`src/rtl/umstr_udp_pkg.sv`:
```
// Shared types and helpers for the UDP header insertion stage.
// Checksum hardware is built only when UMSTR_UDP_CSUM_EN is defined.
package umstr_udp_pkg;

   localparam logic [7:0]  IP_PROTO_UDP = 8'h11;
   localparam logic [15:0] UDP_HDR_LEN  = 16'd8;

   typedef enum logic [2:0] {IDLE, CALC, HDR0, HDR1, DATA} udp_ins_state_t;

   // Two end-around-carry folds are enough to bring a 20-bit sum to 16 bits.
   function automatic logic [15:0] csum_fold(input logic [19:0] s);
      logic [16:0] f1;
      logic [16:0] f2;
      f1 = {1'b0, s[15:0]} + {13'd0, s[19:16]};
      f2 = {1'b0, f1[15:0]} + {16'd0, f1[16]};
      return f2[15:0];
   endfunction

endpackage

```
`src/rtl/umstr_udp_csum_calc.sv`:
```
// Registered UDP checksum: pseudo-header + UDP header + payload sum, folded and inverted.
// Instantiated by umstr_udp_hdr_insert only when UMSTR_UDP_CSUM_EN is defined.
module umstr_udp_csum_calc
   import umstr_udp_pkg::*;
(
   input  logic        clk,
   input  logic        reset,
   input  logic [31:0] ip_src,
   input  logic [31:0] ip_dst,
   input  logic [15:0] port_src,
   input  logic [15:0] port_dst,
   input  logic [15:0] udp_len,
   input  logic [15:0] data_csum,
   output logic [15:0] csum
);

   logic [19:0] sum;
   logic [15:0] inv;

   // udp_len appears twice: once in the pseudo-header, once in the UDP header itself.
   always_comb begin
      sum = 20'(ip_src[31:16]) + 20'(ip_src[15:0]) + 20'(ip_dst[31:16]) + 20'(ip_dst[15:0])
          + 20'(IP_PROTO_UDP) + {3'd0, udp_len, 1'b0} + 20'(port_src) + 20'(port_dst)
          + 20'(data_csum);
      inv = ~csum_fold(sum);
   end

   // An all-zero checksum means "none" on the wire, so send its 1's-complement twin.
   always_ff @(posedge clk) begin
      if (reset) csum <= '0;
      else       csum <= (inv == 16'h0000) ? 16'hFFFF : inv;
   end

endmodule

```
`src/rtl/umstr_udp_hdr_insert.sv`:
```
// Prepends the 8-byte UDP header to a 32-bit payload stream and forwards IP addresses/length.
// UMSTR_UDP_CSUM_EN: defined -> real checksum; undefined -> checksum field 16'h0000.
module umstr_udp_hdr_insert
   import umstr_udp_pkg::*;
(
   input  logic        clk,
   input  logic        reset,
   input  logic [31:0] hdr_ip_dest_i,
   input  logic [31:0] hdr_ip_src_i,
   input  logic [15:0] hdr_port_dest_i,
   input  logic [15:0] hdr_port_src_i,
   input  logic [15:0] user_data_csum_i,
   input  logic [15:0] user_data_len_i,
   input  logic [31:0] user_tdata_i,
   input  logic        user_tvld_i,
   input  logic        user_tlast_i,
   input  logic [3:0]  user_tkeep_i,
   output logic        user_trdy_o,
   output logic [31:0] hdr_ip_dest_o,
   output logic [31:0] hdr_ip_src_o,
   output logic [15:0] udp_len_o,
   output logic [31:0] udp_tdata_o,
   output logic        udp_tvld_o,
   output logic        udp_tlast_o,
   output logic [3:0]  udp_tkeep_o,
   input  logic        udp_trdy_i
);

   udp_ins_state_t state, state_nxt;
   logic [15:0]    port_src_q;
   logic [15:0]    port_dst_q;
   logic [15:0]    udp_csum;
   logic           in_done;
   logic           in_hs;
   logic           out_hs;

   assign out_hs = udp_tvld_o & udp_trdy_i;
   assign in_hs  = user_tvld_i & user_trdy_o;
   // in_done stops the next packet's first word being swallowed while the tail drains.
   assign user_trdy_o = (state == DATA) && !in_done && (!udp_tvld_o || udp_trdy_i);

`ifdef UMSTR_UDP_CSUM_EN
   logic [15:0] data_csum_q;

   always_ff @(posedge clk) begin
      if (reset)                            data_csum_q <= '0;
      else if (state == IDLE && user_tvld_i) data_csum_q <= user_data_csum_i;
   end

   umstr_udp_csum_calc u_csum (
      .clk       (clk),
      .reset     (reset),
      .ip_src    (hdr_ip_src_o),
      .ip_dst    (hdr_ip_dest_o),
      .port_src  (port_src_q),
      .port_dst  (port_dst_q),
      .udp_len   (udp_len_o),
      .data_csum (data_csum_q),
      .csum      (udp_csum)
   );
`else
   logic unused_csum_in;
   assign unused_csum_in = ^user_data_csum_i;
   assign udp_csum       = 16'h0000;
`endif

   always_ff @(posedge clk) begin
      if (reset) state <= IDLE;
      else       state <= state_nxt;
   end

   always_comb begin
      state_nxt = state;
      case (state)
         IDLE:    if (user_tvld_i) state_nxt = CALC;
         CALC:    state_nxt = HDR0;
         HDR0:    if (out_hs) state_nxt = HDR1;
         HDR1:    if (out_hs) state_nxt = DATA;
         DATA:    if (out_hs && udp_tlast_o) state_nxt = IDLE;
         default: state_nxt = IDLE;
      endcase
   end

   always_ff @(posedge clk) begin
      if (reset) begin
         hdr_ip_dest_o <= '0;
         hdr_ip_src_o  <= '0;
         udp_len_o     <= '0;
         port_src_q    <= '0;
         port_dst_q    <= '0;
         in_done       <= 1'b0;
         udp_tdata_o   <= '0;
         udp_tvld_o    <= 1'b0;
         udp_tlast_o   <= 1'b0;
         udp_tkeep_o   <= '0;
      end else begin
         case (state)
            IDLE: if (user_tvld_i) begin
               hdr_ip_dest_o <= hdr_ip_dest_i;
               hdr_ip_src_o  <= hdr_ip_src_i;
               udp_len_o     <= user_data_len_i + UDP_HDR_LEN;
               port_src_q    <= hdr_port_src_i;
               port_dst_q    <= hdr_port_dest_i;
               in_done       <= 1'b0;
            end
            CALC: begin
               udp_tvld_o  <= 1'b1;
               udp_tdata_o <= {port_src_q, port_dst_q};
               udp_tkeep_o <= 4'hF;
               udp_tlast_o <= 1'b0;
            end
            HDR0: if (out_hs) udp_tdata_o <= {udp_len_o, udp_csum};
            HDR1: if (out_hs) udp_tvld_o <= 1'b0;
            DATA: begin
               if (in_hs) begin
                  udp_tvld_o  <= 1'b1;
                  udp_tdata_o <= user_tdata_i;
                  udp_tkeep_o <= user_tkeep_i;
                  udp_tlast_o <= user_tlast_i;
                  if (user_tlast_i) in_done <= 1'b1;
               end else if (out_hs) begin
                  udp_tvld_o <= 1'b0;
               end
            end
            default: ;
         endcase
      end
   end

endmodule

```
`config.mk`:
```
export PLATFORM = sky130hd
export DESIGN_NAME = umstr_udp_hdr_insert
export DESIGN_NICKNAME = d
export VERILOG_FILES = /design/src/rtl/umstr_udp_pkg.sv /design/src/rtl/umstr_udp_csum_calc.sv /design/src/rtl/umstr_udp_hdr_insert.sv
export SDC_FILE = /design/constraint.sdc
export NUM_CORES = 1
export LEC_CHECK = 0
export BUFFER_PORTS_ARGS = -buffer_cell sky130_fd_sc_hd__clkbuf_2
export CAP_MARGIN = 30
export CORE_MARGIN = 2
export CORE_UTILIZATION = 43
export DETAILED_ROUTE_END_ITERATION = 6
export HOLD_SLACK_MARGIN = 0.05
export PLACE_DENSITY_LB_ADDON = 0.05
export SYNTH_ARGS = -nofsm -noshare
export SYNTH_HDL_FRONTEND = slang
export SYNTH_HIERARCHICAL = 1
export SYNTH_SLANG_ARGS = --single-unit
```
`constraint.sdc`:
```
create_clock -name clk -period 2.2 [get_ports clk]
set_input_delay 0.33 -clock clk [delete_from_list [all_inputs] [get_ports clk]]
set_output_delay 0.33 -clock clk [all_outputs]
set_load 0.05 [all_outputs]
```
==> results.yml <==
die:
  die_area_sq_um: 16000
  dieWidth_um: 127
  pin_count: 288
  core_area_sq_um: 14600
  initial_core_util: 0.443
  die_height_um: 127
  num_rows: 44
route:
  dr.pass1.iters: 7
  avgRoutedWirePerCell_um: 15.8
  drc: 0
  drtAntennaViolNets: 0
  drtIter0Drc: 499
  wirelength_um: 19200
  via_per_inst: 5.20
  vias: 6324
synthesis:
  synth_area_sq_um: 6470
  yosys_most_used_dff: "dfxtp_1"
  synth_top_area_frac: 0.477
  synthArstFlopShare: 0
  synth.yosys.seq_area_share: 0.477
  synthDistinctLibCells: 41
  syn-num-nets: 951
  synth_area_leaders: "dfxtp_1 48%, nand2_1 12%, a21oi_1 7.9%, a211oi_1 3.7%, clkbuf_1 3.5%"
  synth-edff-count: 0
  syn_area_per_cell_sq_um: 8.28
  yosys_warnings: 6
  synthCells: 781
  yosys.area.top_type: "dfxtp_1"
  ys_ff_latch: 154
power_and_ir_drop:
  combPwrFrac: 0.217
  seqPwrFrac: 0.401
  p_sw_mw: 2.43
  vdd_drop_max_mv: 0.517
  clock_power_share: 0.383
  power_leakage_nw: 3.79
  total_power_mw: 7.77
  intPower_mw: 5.34
  netSwitchingFraction: 0.313
  power_density_nw_per_um2: 901
grt:
  track_usage: 0.237
  use_met3: 0.0675
  use_met2: 0.385
  grt_overflow_total: 0
  first_global_vias: 6067
  grt_max_degree: 101
  grt_pass1_wl_um: 30700
  busiest_layer: "met2"
  met1_usage: 0.301
  grt_antenna_before_repair: 0
timing:
  period_needed_ns: 2.11
  rsz0062_at_grt: "no"
  setup-violations-final: 0
  fin_skew_ns: 0.00798
  clock.fmax_mhz: 473
  hold_viol: 0
  maxSlewHeadroom: 0.590
  fin_setup_tns_ns: 0
  finalCritPeriodShare: 0.960
  whs_ns: 0.127
  worst_pin_slew_ns: 0.615
  finalMaxSlewViolations: 0
clock_network:
  cts_tree: "done"
  h-tree-depth: 4
  numCtsBuffers: 17
  root_buffer: "clkbuf_16"
  clk_path_buf_depth: 2
  clock_latency_ns: 0.42
  cts.sink_count: 154
  cts.clk_slew.worst_paths_ns: 0.06
placement:
  gp_congestion: 0.881
  dp_cells: 1184
  portBuffers: 271
  dp_hpwl_um: 13100
worst_setup_path:
  critPathLaunchType: "flip-flop"
  cp_max_fo: 10
  critPathKind: "flip-flop to output port"
  required_ns: 1.87
  reg2reg_depth: 5
  endpoint_kind: "output port"
  cp.arrival_ns: 1.78
cells_and_area:
  fin_nets: 1189
  layout_commonest_cell: "clkbuf_2"
  diodes: 0
  n_fill_cell: 1426
  area_delta_synth_final_pct: 33.3
  stdcell_count: 1216
  final_cell_mix: "270 x clkbuf_2, 205 x nand2_1, 153 x dfxtp_1"
  drive_gt1_frac: 0.333
flow_run:
  drv_cap: 0
worst_hold_path:
  whs_path_depth: 3
  hold_class: "input pin to flip-flop"
outcome:
  status: "completed"
==> final timing paths <==
kind                                 from                        endpoint  slack (ns)
min                     hdr_ip_dest_i[15]  hdr_ip_dest_o[15]$_SDFFE_PP0P_        0.13
min reg2reg  hdr_ip_src_o[7]$_SDFFE_PP0P_    hdr_ip_src_o[7]$_SDFFE_PP0P_        0.45
max reg2reg         state[0]$_SDFFE_PP0P_    udp_tdata_o[14]$_SDFFE_PP0P_        0.09
max                 state[0]$_SDFFE_PP0P_                     user_trdy_o        0.09
==> through the flow <==
| stage | utilization | cell area, sq um | worst slack [ns] |
|---|---|---|---|
| global placement | 0.548 | 8000 | 0.105 |
| CTS | 0.589 | 8600 | 0.0191 |
| detailed placement | 0.548 | 8000 | 0.0767 |
| finish | 0.591 | 8630 | 0.0875 |
| global route | 0.591 | 8630 | 0.0418 |
| floorplan | - | 6470 | 0.0353 |
==> flip-flops by register name, summed over array words and instances (netlist names) <==
register and cells:
hdr_ip_dest_o 32, hdr_ip_src_o 32, in_done 1, port_dst_q 16
port_src_q 16, state 3, udp_len_o 16, udp_tdata_o 32
udp_tkeep_o 4, udp_tlast_o 1, udp_tvld_o 1
==> layer usage <==
layer	part of all wire	up-vias
met1	0.42	2869
li1	-	3204
met5	0	-
met4	0.023	0
met2	0.48	221
met3	0.081	30
==> area by class of cell <==
cell class / count / area [sq um] / area share
inverter: 20 / 75.1 / 0.00870
sequential: 154 / 3080 / 0.358
tap: 184 / 230 / 0.0267
clock inverter: 12 / 148 / 0.0171
clock buffer: 20 / 457 / 0.0529
multi-input combinational: 534 / 3030 / 0.351
timing repair buffer: 292 / 1600 / 0.186
==> power groups by stage <==
stage,Clock (mW),Combinational [mW],Sequential [mW]
6_report,2.97,1.68,3.11
5_1_grt,3.15,1.82,3.14
4_1_cts,3.04,1.69,3.11
3_5_place_dp,0,1.69,3.17
3_3_place_gp,0,1.68,3.17
2_1_floorplan,0,0.636,3.71
==> critical path, cell delays in order, from the launching register on <==
cell and delay, ns:
dfxtp_1 0.31, or3b_1 0.42, buf_4 0.20, nor3_2 0.15, clkbuf_2 0.30
==> Yosys cell counts (2+ instances only) <==
cell	instances
nand3_1	6
nand4b_1	17
a21oi_1	102
a31oi_1	2
buf_6	4
a222oi_1	16
dfxtp_1	154
o41ai_1	3
nand4_1	2
nor2_1	44
buf_1	5
nor2b_1	2
buf_2	3
o41ai_2	14
o32ai_1	15
nand2b_1	20
nand2_1	205
clkbuf_1	61
a22o_1	16
nor3_1	6
nor4_1	4
xnor2_1	11
a211oi_1	32
inv_1	20
==> repair_timing <==
action / 4_1_cts / 5_1_grt
hold buffers: 0 / 0
endpoints found under the hold margin: 0 / 0
buffers inserted: 0 / 0
setup endpoints to repair: 0 / 12
resized for setup: 0 / 5
==> cell families after synthesis <==
kind of cell | count (synthesis) | synth area share
compound gates | 207 | 0.232
buf+inv | 93 | 0.0592
xor+xnor | 12 | 0.0162
fa+ha+maj | 1 | 0.00193
simple gates | 314 | 0.214
flops | 154 | 0.477
Power figures use the tool's default switching activity.
